### config.mk
export PLATFORM = sky130hd
export DESIGN_NAME = regfile_write_arbiter
export DESIGN_NICKNAME = d
export VERILOG_FILES = /design/src/rtl/regfile_write_arbiter_pkg.sv /design/src/rtl/decoder_5bits.sv /design/src/rtl/regfile_write_arbiter.sv
export SDC_FILE = /design/constraint.sdc
export NUM_CORES = 1
export LEC_CHECK = 0
export CORE_MARGIN = 5
export CORE_UTILIZATION = 40
export DETAILED_ROUTE_END_ITERATION = 10
export PLACE_DENSITY = 0.88
export SYNTH_ARGS = -nofsm -noshare
export SYNTH_HDL_FRONTEND = slang
export SYNTH_HIERARCHICAL = 1
export SYNTH_SLANG_ARGS = --single-unit
### constraint.sdc
create_clock -name clock -period 6.8 [get_ports clock]
set_clock_uncertainty 0.05 [all_clocks]
set_input_delay 1.36 -clock clock [delete_from_list [all_inputs] [get_ports clock]]
set_output_delay 1.36 -clock clock [all_outputs]
set_load 0.02 [all_outputs]
### src/rtl/regfile_write_arbiter_pkg.sv
// Shared types and default sizing for the register-file write-port arbiter.
// The state encoding is fixed so external checkers can decode the fsm_state port.
package regfile_write_arbiter_pkg;

  typedef enum logic {
    IDLE   = 1'b0,
    LOCKED = 1'b1
  } state_t;

  localparam int DEF_NREQ      = 4;
  localparam int DEF_AW        = 5;
  localparam int DEF_DW        = 32;
  localparam int DEF_MAX_BURST = 8;
  localparam int ONEHOT_W      = 32;

endpackage

### src/rtl/decoder_5bits.sv
// 5-to-32 enable-gated one-hot decoder for per-register write enables.
module decoder_5bits (
  input  logic [4:0]  sel,
  input  logic        en,
  output logic [31:0] out
);

  always_comb begin
    out = '0;
    if (en) out[sel] = 1'b1;
  end

endmodule

### src/rtl/regfile_write_arbiter.sv
// Round-robin arbiter sharing one register-file write port, with bounded locked bursts.
// Grants are combinational; the accepted write is presented to the regfile one cycle later.
module regfile_write_arbiter
  import regfile_write_arbiter_pkg::*;
#(
  parameter int NREQ      = DEF_NREQ,
  parameter int AW        = DEF_AW,
  parameter int DW        = DEF_DW,
  parameter int MAX_BURST = DEF_MAX_BURST
) (
  input  logic                      clock,
  input  logic                      ctrl_reset,
  input  logic                      stall,
  input  logic [NREQ-1:0]           req_valid,
  input  logic [NREQ-1:0]           req_lock,
  input  logic [NREQ*AW-1:0]        req_addr,
  input  logic [NREQ*DW-1:0]        req_data,
  output logic [NREQ-1:0]           req_ready,
  output logic                      ctrl_writeEnable,
  output logic [AW-1:0]             ctrl_writeReg,
  output logic [DW-1:0]             data_writeReg,
  output logic [ONEHOT_W-1:0]       write_onehot,
  output logic                      zero_drop,
  output logic [$clog2(NREQ)-1:0]   owner,
  output state_t                    fsm_state
);

  // Handshake: a beat from requester i transfers in the cycle where
  // req_valid[i] & req_ready[i] are both high; ready may rise without valid.

  localparam int OW = $clog2(NREQ);
  localparam int BW = $clog2(MAX_BURST + 1);
  localparam logic [OW:0]   NREQ_W     = (OW+1)'(NREQ);
  localparam logic [BW-1:0] BURST_LAST = BW'(MAX_BURST - 1);

  state_t          state, state_n;
  logic [OW-1:0]   rr_ptr, rr_ptr_n;
  logic [OW-1:0]   owner_n;
  logic [BW-1:0]   beat_cnt, beat_cnt_n;

  logic [2*NREQ-1:0] valid_dbl;
  logic [NREQ-1:0]   valid_rot;
  logic              pick_found;
  logic [OW-1:0]     pick_off;
  logic [OW:0]       pick_sum;
  logic [OW-1:0]     pick_idx;
  logic [OW-1:0]     grant_idx;
  logic              accept;
  logic [AW-1:0]     acc_addr;
  logic [DW-1:0]     acc_data;

  function automatic logic [OW-1:0] wrap_inc(input logic [OW-1:0] i);
    logic [OW:0] n;
    n = {1'b0, i} + (OW+1)'(1);
    if (n >= NREQ_W) n = '0;
    return n[OW-1:0];
  endfunction

  // Rotate so rr_ptr lands at bit 0, take the lowest set bit, then rotate the index back.
  always_comb begin
    valid_dbl  = {req_valid, req_valid} >> rr_ptr;
    valid_rot  = valid_dbl[NREQ-1:0];
    pick_found = 1'b0;
    pick_off   = '0;
    for (int j = NREQ - 1; j >= 0; j--) begin
      if (valid_rot[j]) begin
        pick_found = 1'b1;
        pick_off   = OW'(j);
      end
    end
    pick_sum = {1'b0, pick_off} + {1'b0, rr_ptr};
    if (pick_sum >= NREQ_W) pick_sum = pick_sum - NREQ_W;
    pick_idx = pick_sum[OW-1:0];
  end

  always_comb begin
    grant_idx = (state == LOCKED) ? owner : pick_idx;
    accept    = |(req_valid & req_ready);
    acc_addr  = req_addr[grant_idx*AW +: AW];
    acc_data  = req_data[grant_idx*DW +: DW];
  end

  // State register
  always_ff @(posedge clock or posedge ctrl_reset) begin
    if (ctrl_reset) begin
      state    <= IDLE;
      rr_ptr   <= '0;
      owner    <= '0;
      beat_cnt <= '0;
    end else begin
      state    <= state_n;
      rr_ptr   <= rr_ptr_n;
      owner    <= owner_n;
      beat_cnt <= beat_cnt_n;
    end
  end

  // Next-state logic; nothing advances without an accepted beat, which also covers stall.
  always_comb begin
    state_n    = state;
    rr_ptr_n   = rr_ptr;
    owner_n    = owner;
    beat_cnt_n = beat_cnt;
    if (accept) begin
      owner_n = grant_idx;
      case (state)
        IDLE: begin
          if (req_lock[grant_idx] && (MAX_BURST > 1)) begin
            state_n    = LOCKED;
            beat_cnt_n = BW'(1);
          end else begin
            rr_ptr_n = wrap_inc(grant_idx);
          end
        end
        LOCKED: begin
          if (!req_lock[owner] || (beat_cnt == BURST_LAST)) begin
            state_n    = IDLE;
            rr_ptr_n   = wrap_inc(owner);
            beat_cnt_n = '0;
          end else begin
            beat_cnt_n = beat_cnt + BW'(1);
          end
        end
        default: state_n = IDLE;
      endcase
    end
  end

  // Grant outputs; a locked owner keeps the port even while its valid is low.
  always_comb begin
    req_ready = '0;
    if (!ctrl_reset && !stall) begin
      if (state == LOCKED)  req_ready[owner]    = 1'b1;
      else if (pick_found)  req_ready[pick_idx] = 1'b1;
    end
  end

  // Write stage: a beat to r0 is consumed but never reaches the regfile.
  always_ff @(posedge clock or posedge ctrl_reset) begin
    if (ctrl_reset) begin
      ctrl_writeEnable <= 1'b0;
      ctrl_writeReg    <= '0;
      data_writeReg    <= '0;
      zero_drop        <= 1'b0;
    end else if (accept) begin
      ctrl_writeEnable <= |acc_addr;
      ctrl_writeReg    <= acc_addr;
      data_writeReg    <= acc_data;
      zero_drop        <= ~|acc_addr;
    end else begin
      ctrl_writeEnable <= 1'b0;
      zero_drop        <= 1'b0;
    end
  end

  assign fsm_state = state;

  decoder_5bits u_decoder (
    .sel (5'(ctrl_writeReg)),
    .en  (ctrl_writeEnable),
    .out (write_onehot)
  );

endmodule

; ---- Word-level counts from Yosys, hierarchy flattened
; Index checks and enable logic that the tools add are counted.
; Widths: inputs -> output; s select.
[word_totals]
reg_bits = 48
input_bits = 159
word_cells = 83
[classes]
n_addsub = 5
n_mul = 1
n_lt_le_gt_ge = 10
n_eq_ne = 4
shifts = 3
muxes = 37
bitwise_logic = 2
reduce_logical = 13
[op_table]
columns = cell, n
row1 = $shiftx 128x8->32, 1
row2 = $mux 32, 1
row3 = $mux 2, 10
row4 = $mux 4, 5
row5 = $shiftx 20x6->5, 1
row6 = $mux 1, 13
row7 = $ge 3x3->1 const B, 3
row8 = $lt 2x3->1 const B, 3
row9 = $pmux 4 s2, 1
row10 = $shr 8x2->4, 1
row11 = $add 2x1->3 const B, 2
row12 = $lt 5x6->1 const B, 1
row13 = $demux 1 s5, 1
row14 = $ge 5x1->1 const B, 1
row15 = $mul 2x3->5 const B, 1
row16 = $reduce_or 5->1, 1
row17 = $add 4x1->4 const B, 1
row18 = $and 4x4->4, 1
row19 = $bmux 1 s2, 2
row20 = $demux 1 s2, 2
row21 = $eq 4x3->1 const B, 1
row22 = $ge 2x1->1 const B, 2
row23 = $logic_and 1x1->1, 4
row24 = $logic_not 1->1, 4
row25 = other kinds (11), 12

; ---- Logic depth before layout (Yosys ltp)
; Gate-level depths: netlist (run 1).
[depth]
ltp_word = 18
depth_mapped = 15
mapped_depth_nobuf = 11

; ---- Cells and area by module
; Netlist (run 1), hierarchy kept.
[modules_own_cells]
columns = mod, n_inst, cells_each, area_per_inst_um2
row1 = regfile_write_arbiter, 1, 252, 3404.5
row2 = decoder_5bits, 1, 47, 230.2

; ---- Worst setup path after synthesis (run 1)
; Ideal clock, no wire load.
[synth_path]
path_kind = input -> output
start = input req_valid[2]
end = output req_ready[3]
arrival_ns = 3.505
t_required_ns = 5.390
slack_ns = 1.885
cell_stages = 11
n_path_buf = 1
path_cell_list = buf_2 nand2_1 nor2_1 a211oi_1 a21oi_1 a211o_1 ha_1 xnor2_1 xor2_1 a32oi_1 nor2_1
[synth_between]
elab_chain_cells = 15
[synth_rtl]
columns = item, line
row1 = from (decl), regfile_write_arbiter.sv:14  ; input logic [NREQ-1:0] req_valid,
row2 = $shr 8x2->4 (*), regfile_write_arbiter.sv:61  ; valid_dbl = {req_valid, req_valid} >> rr_ptr;
row3 = $mux 2 (4 in a row), regfile_write_arbiter.sv:66  ; if (valid_rot[j]) begin
row4 = $add 2x2->3, regfile_write_arbiter.sv:71  ; pick_sum = {1'b0, pick_off} + {1'b0, rr_ptr};
row5 = $ge 3x3->1 or $sub 2x1->2 (tied branches), regfile_write_arbiter.sv:72  ; if (pick_sum >= NREQ_W) pick_sum = pick_sum - NREQ_W;
row6 = $mux 2, regfile_write_arbiter.sv:72
row7 = $lt 2x3->1 (implied by the code) or $ge 2x1->1 (tied branches), regfile_write_arbiter.sv:134  ; else if (pick_found) req_ready[pick_idx] = 1'b1;
row8 = $logic_and 1x1->1 (implied by the code), regfile_write_arbiter.sv:134
row9 = $mux 1 (implied by the code), regfile_write_arbiter.sv:134
row10 = $demux 1 s2, regfile_write_arbiter.sv:134
row11 = $mux 4 (*), regfile_write_arbiter.sv:134
row12 = $mux 4 (*), regfile_write_arbiter.sv:133  ; if (state == LOCKED) req_ready[owner] = 1'b1;
row13 = $mux 4 (*), regfile_write_arbiter.sv:132  ; if (!ctrl_reset && !stall) begin
row14 = to (decl), regfile_write_arbiter.sv:18  ; output logic [NREQ-1:0] req_ready,
; Every way passes the cells marked *; elsewhere a longest branch is shown, timed or not.

; ---- Worst setup path after layout (run 1)
[layout_path]
start = input req_valid[3]
end = output req_ready[3]
; Same word-level chain as after synthesis.

==> results.txt, run 1 <==
Critical Path AT: 4.66 ns
Post-CTS sizing: 0
Clock sinks: 48
Switching pwr: 1.02 mW
Remaining antenna violation count: 0
Critical path type: in2out
Critical path's most frequent cell: clkdlybuf4s50_1
First-pass GRT wire length: 20000 um
Syn avg cell area: 12.2 sq um
Hold endpoint: data_writeReg[8]$_DFFE_PP0P_
Starting Density: 0.413
Inst Count DP: 621
Fmax: 165 MHz
Total power: 2.47 mW
IO Port Bufs: 236
Min-Delay Path Depth: 1
Die Span X: 105 um
Top delay family on crit path: buffers and inverters
Reg2Reg Setup Slack: 2.92 ns
Initial antenna violation count: 0
Max Root-Sink Buffers: 2
Largest family of logic cells by synthesized area: multiplexers
Worst setup SP type: input pin
Hold WS: 0.464 ns
Sequential fraction of the synthesis area: 0.330
Die area: 0.0111 sq mm
Vias per Instance: 5.67
R2r startpoint: rr_ptr[0]$_DFFE_PP0P_
PD cells: 403 mW/mm^2
Vias in the first global route: 3792
Worst R2R End: ctrl_writeReg[1]$_DFFE_PP0P_
Clk_lat worst skew: 0.29 ns
Critical Path RT: 5.39 ns
Max cap viols: 0
Die H: 105 um
DP HPWL: 11000 um
Crit-path cells: clkdlybuf4s50_1 > inv_1 > nor3_1 > a31oi_1 > a21oi_1 > a211o_1 > ha_1 > xnor2_1 > xor2_1 > a32oi_1 > nor2_1 > clkdlybuf4s50_1
Post-Synth Simple-Gate Area: 0.123
Fillers: 634
Fin cells: 628
Hold Path Class: reg2reg
Ant diodes: 0
Crit path max fanout: 7
Initial DRC Count: 165
TritonCTS clock tree: yes
Vias: 3558
Post-route clock period utilization: 0.893
Final min period: 6.07 ns
Compound-Gate Fraction of Synth Area: 0.0778
Hold Startpoint: data_writeReg[8]$_DFFE_PP0P_
Slew @ Worst Pin: 1.02 ns
Ports: 237
Peak VDD IR: 0.225 mV
GRT overflow: 0
Routed WL: 12900 um
Ys async rst share: 1.00
Mapped Area: 0.00363 sq mm
Switching Fraction: 0.414
WL/cell: 20.6 um
Seq cells post-synth: 48
Clk pwr share: 0.069
Num CTS Buffers: 5
Post-synth cell types: 54
Setup violators final: 0
Combinational share of power: 0.701
Synthesized instance count: 299
Cell row count: 34
Pin count of the biggest net entering global routing: 49
Layout Nets: 686
Syn_nets: 465
Status: completed
Remaining DRCs: 0
Post-CTS Hold Buffers: 0
Pleak: 2.30 nW
P_int: 1.45 mW
RSZ-0062 raised after global routing: false
Reg2reg path depth: 10
Final Hold Fails: 0
Ratio of cells with drive above 1 in the final layout: 0.185
Yosys warns: 6
CTS root buffer: clkbuf_8
Element type at the critical path end: output pin
XOR/XNOR Fraction of Synth Area: 0.0148
Max-slew violations: 0
Slowest CP cell: clkdlybuf4s50_1
Routability cong.: 0.924
Adder-cell share of the synthesized area: 0.0241
Area overhead of the layout relative to synthesis: 68.7%
Mux share of post-synthesis cell area: 0.388
Reg power frac: 0.230
Most common cell after layout, fill and taps aside: clkdlybuf4s50_1
Slew HR: 0.317
Total GRT Usage: 0.226
Worst-path clk slew: 0.08 ns
Setup TNS: 0 ns
Post-synth EDFFs: 0
Crit-path max cell delay: 0.61 ns
Sum of buffers and inverters on the critical path: 3
Total core area: 0.00881 sq mm
TritonRoute pass-1 iters: 4
Main synth FF type: dfrtp_1
Postcts setup bufs: 0
H-tree levels: 2
Most frequent cells in the layout: clkdlybuf4s50_1 (236), nor2_1 (50), dfrtp_1 (48), mux4_2 (39), mux2_2 (30)
==> kinds of logic after synthesis <==
family | after synthesis
AOI/OAI and AO/OA | 37
xor gates and xnor gates | 4
DFF | 48
adders and majority gates | 7
and+or+nand+nor | 90
muxes | 83
buffers and inverters | 30
==> per-stage QoR <==
stage | utilization | setup WS [ns] | cell area [sq um]
2_1_floorplan | - | 1.88 | 3630
3_3_place_gp | 0.686 | 0.831 | 6040
3_5_place_dp | 0.686 | 0.748 | 6040
4_1_cts | 0.697 | 0.747 | 6130
5_1_grt | 0.697 | 0.446 | 6130
6_report | 0.697 | 0.729 | 6130
==> how the worst max path moves through the flow <==
stage	startpoint	endpoint	slack [ns]	cells past startpoint
global placement	req_valid[0]	req_ready[3]	0.83	11
floorplan	req_valid[2]	req_ready[3]	1.88	11
detailed placement	req_valid[0]	req_ready[3]	0.75	11
global route	req_valid[2]	req_ready[3]	0.45	12
CTS	req_valid[0]	req_ready[3]	0.75	11
finish	req_valid[3]	req_ready[3]	0.73	12
==> layout make-up <==
type                            instances  area (sq um)  share of cell area
Sequential cell                        48          1200               0.196
Clock inverter                          1          8.76             0.00143
Timing Repair Buffer                  238          2380               0.388
Clock buffer                            6          82.6              0.0135
Tap cell                              108           135              0.0220
Multi-Input combinational cell        221          2310               0.376
Inverter                                6          22.5             0.00367
==> per-layer routing <==
layer  global-route usage  routed length (um)  vias up
met5                    0                   0        -
met4               0.0628                 356        0
met3               0.0599                1060       27
met2                0.409                6750      209
met1                0.264                4740     1725
li1                     -                   -     1597
==> state kept, by name, indices dropped and copies added, names as in the netlist <==
register	count
data_writeReg	32
zero_drop	1
ctrl_writeEnable	1
rr_ptr	2
owner	2
ctrl_writeReg	5
beat_cnt	4
fsm_state	1
==> synth_stat cells, types with 5 or more instances <==
library cell / instances / area, sq um
nor2_1: 50 / 188
dfrtp_1: 48 / 1200
mux4_2: 39 / 878
mux2_2: 30 / 338
buf_2: 10 / 50.1
clkbuf_1: 9 / 33.8
a21oi_1: 8 / 40.0
mux2_4: 8 / 120
ha_1: 7 / 87.6
nand2_1: 7 / 26.3
inv_1: 6 / 22.5
nor3_1: 6 / 30.0
a22oi_1: 5 / 37.5
==> power groups by stage <==
stage | combinational (mW) | sequential [mW] | clock [mW]
final | 1.73 | 0.568 | 0.171
after CTS | 1.75 | 0.568 | 0.178
after global placement | 1.70 | 0.558 | 0
after detailed placement | 1.75 | 0.570 | 0
after global routing | 1.85 | 0.592 | 0.189
after floorplan | 1.04 | 0.681 | 0
Power figures use the tool's default switching activity.
==> run 2, diff against run 1 <==
--- a/config.mk
+++ b/config.mk
@@ -9,5 +9,5 @@
 export CORE_UTILIZATION = 40
 export DETAILED_ROUTE_END_ITERATION = 10
-export PLACE_DENSITY = 0.88
+export PLACE_DENSITY_LB_ADDON = 0.25
 export SYNTH_ARGS = -nofsm -noshare
 export SYNTH_HDL_FRONTEND = slang
==> constraint.sdc (replaced) <==
create_clock -name clock -period 6.8 [get_ports clock]
set_clock_uncertainty 0.05 [all_clocks]
set_input_delay 1.02 -clock clock [delete_from_list [all_inputs] [get_ports clock]]
set_output_delay 1.02 -clock clock [all_outputs]
set_load 0.02 [all_outputs]
==> results.txt, run 2 (same netlist as run 1, synthesis figures left out) <==
Status: completed (unchanged)
Hold Path Class: reg2reg (unchanged)
Die Span X: 105 um (unchanged)
Clk_lat worst skew: 0.30 ns (was 0.29 ns)
Top delay family on crit path: buffers and inverters (unchanged)
Critical Path AT: 4.53 ns (was 4.66 ns)
Reg power frac: 0.229 (was 0.230)
Most frequent cells in the layout: clkdlybuf4s50_1 (236), nor2_1 (50), dfrtp_1 (48), mux4_2 (39), mux2_2 (30) (unchanged)
Slowest CP cell: clkdlybuf4s50_1 (unchanged)
Max FFs per register: 32 (unchanged)
Clock sinks: 48 (unchanged)
Clk pwr share: 0.071 (was 0.069)
PD cells: 404 mW/mm^2 (was 403 mW/mm^2)
Largest Register: data_writeReg (unchanged)
Total power: 2.48 mW (was 2.47 mW)
Layout Nets: 686 (unchanged)
Fmax: 179 MHz (was 165 MHz)
Total core area: 0.00881 sq mm (unchanged)
Max Root-Sink Buffers: 2 (unchanged)
WL/cell: 21.2 um (was 20.6 um)
Num CTS Buffers: 5 (unchanged)
Postcts setup bufs: 0 (unchanged)
Sum of buffers and inverters on the critical path: 2 (was 3)
Registers with the most flip-flops: data_writeReg: 32 flops, ctrl_writeReg: 5 flops, beat_cnt: 4 flops (unchanged)
Switching pwr: 1.03 mW (was 1.02 mW)
Util after Layout: 0.697 (about the same)
Routed WL: 13300 um (was 12900 um)
Ratio of cells with drive above 1 in the final layout: 0.186 (was 0.185)
GRT overflow: 0 (unchanged)
Post-CTS Hold Buffers: 0 (unchanged)
Worst-path clk slew: 0.09 ns (was 0.08 ns)
Max-slew violations: 0 (unchanged)
P_int: 1.45 mW (about the same)
Combinational share of power: 0.699 (was 0.701)
Vias in the first global route: 3740 (was 3792)
Starting Density: 0.413 (unchanged)
Slew HR: 0.314 (was 0.317)
Cell row count: 34 (unchanged)
Vias: 3543 (was 3558)
IO Port Bufs: 236 (unchanged)
TritonCTS clock tree: yes (unchanged)
Post-CTS sizing: 0 (unchanged)
Most common cell after layout, fill and taps aside: clkdlybuf4s50_1 (unchanged)
TritonRoute pass-1 iters: 4 (unchanged)
Crit-path cells: clkdlybuf4s50_1 > nor2_1 > a211oi_1 > a21oi_1 > a211o_1 > ha_1 > xnor2_1 > xor2_1 > a32oi_1 > nor2_1 > clkdlybuf4s50_1 (was clkdlybuf4s50_1 > inv_1 > nor3_1 > a31oi_1 > a21oi_1 > a211o_1 > ha_1 > xnor2_1 > xor2_1 > a32oi_1 > nor2_1 > clkdlybuf4s50_1)
Die area: 0.0111 sq mm (unchanged)
Critical Path RT: 5.73 ns (was 5.39 ns)
Initial antenna violation count: 0 (unchanged)
Ant diodes: 0 (unchanged)
Remaining DRCs: 0 (unchanged)
Fin cells: 629 (was 628)
Setup violators final: 0 (unchanged)
Fillers: 660 (was 634)
Pleak: 2.30 nW (about the same)
Total GRT Usage: 0.234 (was 0.226)
Hold WS: 0.465 ns (was 0.464 ns)
Switching Fraction: 0.416 (was 0.414)
Final Hold Fails: 0 (unchanged)
Initial DRC Count: 269 (was 165)
Die H: 105 um (unchanged)
DP HPWL: 11000 um (about the same)
Post-route clock period utilization: 0.823 (was 0.893)
H-tree levels: 2 (unchanged)
Pin count of the biggest net entering global routing: 49 (unchanged)
FF/Latch Area: 0.00120 sq mm (unchanged)
Final min period: 5.60 ns (was 6.07 ns)
Remaining antenna violation count: 0 (unchanged)
Element type at the critical path end: output pin (unchanged)
RSZ-0062 raised after global routing: false (unchanged)
Peak VDD IR: 0.224 mV (was 0.225 mV)
Critical path type: in2out (unchanged)
Routability cong.: 0.844 (was 0.924)
Vias per Instance: 5.63 (was 5.67)
Max cap viols: 0 (unchanged)
Setup TNS: 0 ns (unchanged)
Inst Count DP: 621 (unchanged)
Crit-path max cell delay: 0.65 ns (was 0.61 ns)
Slew @ Worst Pin: 1.02 ns (about the same)
Multi-input logic area: 0.00231 sq mm (unchanged)
Worst setup SP type: input pin (unchanged)
First-pass GRT wire length: 20300 um (was 20000 um)
Area overhead of the layout relative to synthesis: 68.8% (was 68.7%)
CTS root buffer: clkbuf_8 (unchanged)
Crit path max fanout: 10 (was 7)
Ports: 237 (unchanged)
-- run 2: cell types whose count changed in the layout (fill, tap and decap cells not counted), sizes merged --
cell,before,now
clkinv,1,2
-- run 2: path summary, 6_finish.rpt --
check	from	endpoint	slack, ns	cells past startpoint
max in group asynchronous	ctrl_reset	data_writeReg[3]$_DFFE_PP0P_	4.81	2
setup reg to reg	rr_ptr[0]$_DFFE_PP0P_	data_writeReg[21]$_DFFE_PP0P_	2.88	10
setup / recovery	req_valid[0]	req_ready[3]	1.20	11
min in group asynchronous	ctrl_reset	owner[1]$_DFFE_PP0P_	1.26	2
hold reg to reg	data_writeReg[25]$_DFFE_PP0P_	data_writeReg[25]$_DFFE_PP0P_	0.47	1
hold / removal	data_writeReg[25]$_DFFE_PP0P_	data_writeReg[25]$_DFFE_PP0P_	0.47	1
-- run 2: power by group through the flow --
stage	Sequential, mW	Combinational, mW	Clock (mW)
floorplan	0.681	1.04	0
global placement	0.558	1.72	0
detailed placement	0.569	1.75	0
CTS	0.567	1.75	0.183
global route	0.592	1.85	0.196
finish	0.568	1.73	0.177
-- run 2: per-layer routing --
metal,track usage,part of all wire,wire [um]
met1,0.257,0.35,4700
met2,0.446,0.53,7130
met3,0.0630,0.095,1260
met4,0.0534,0.019,251
met5,0,0,0
-- run 2: metrics by stage --
step                setup WS [ns]  area, sq um
floorplan                    2.56         3630
global placement             1.43         6040
detailed placement           1.28         6040
CTS                          1.26         6130
global route                 1.05         6130
finish                       1.20         6130
-- run 2: worst register-to-register path, stage by stage, from the launching register on --
cell	delay [ns]
dfrtp_1	0.57
nor2_1	0.12
a211oi_1	0.27
a21oi_1	0.06
a211o_1	0.24
ha_1	0.58
mux2i_1	0.15
nor3_1	0.34
mux2i_4	0.20
nand2_2	0.80
mux2_2	0.44
-- run 2: final cells by class --
class | count | share of cell area
clock inverter | 2 | 0.00163
tap | 108 | 0.0220
clock buffer | 6 | 0.0135
multi-input combinational | 221 | 0.376
inverter | 6 | 0.00367
timing repair buffer | 238 | 0.388
sequential | 48 | 0.196
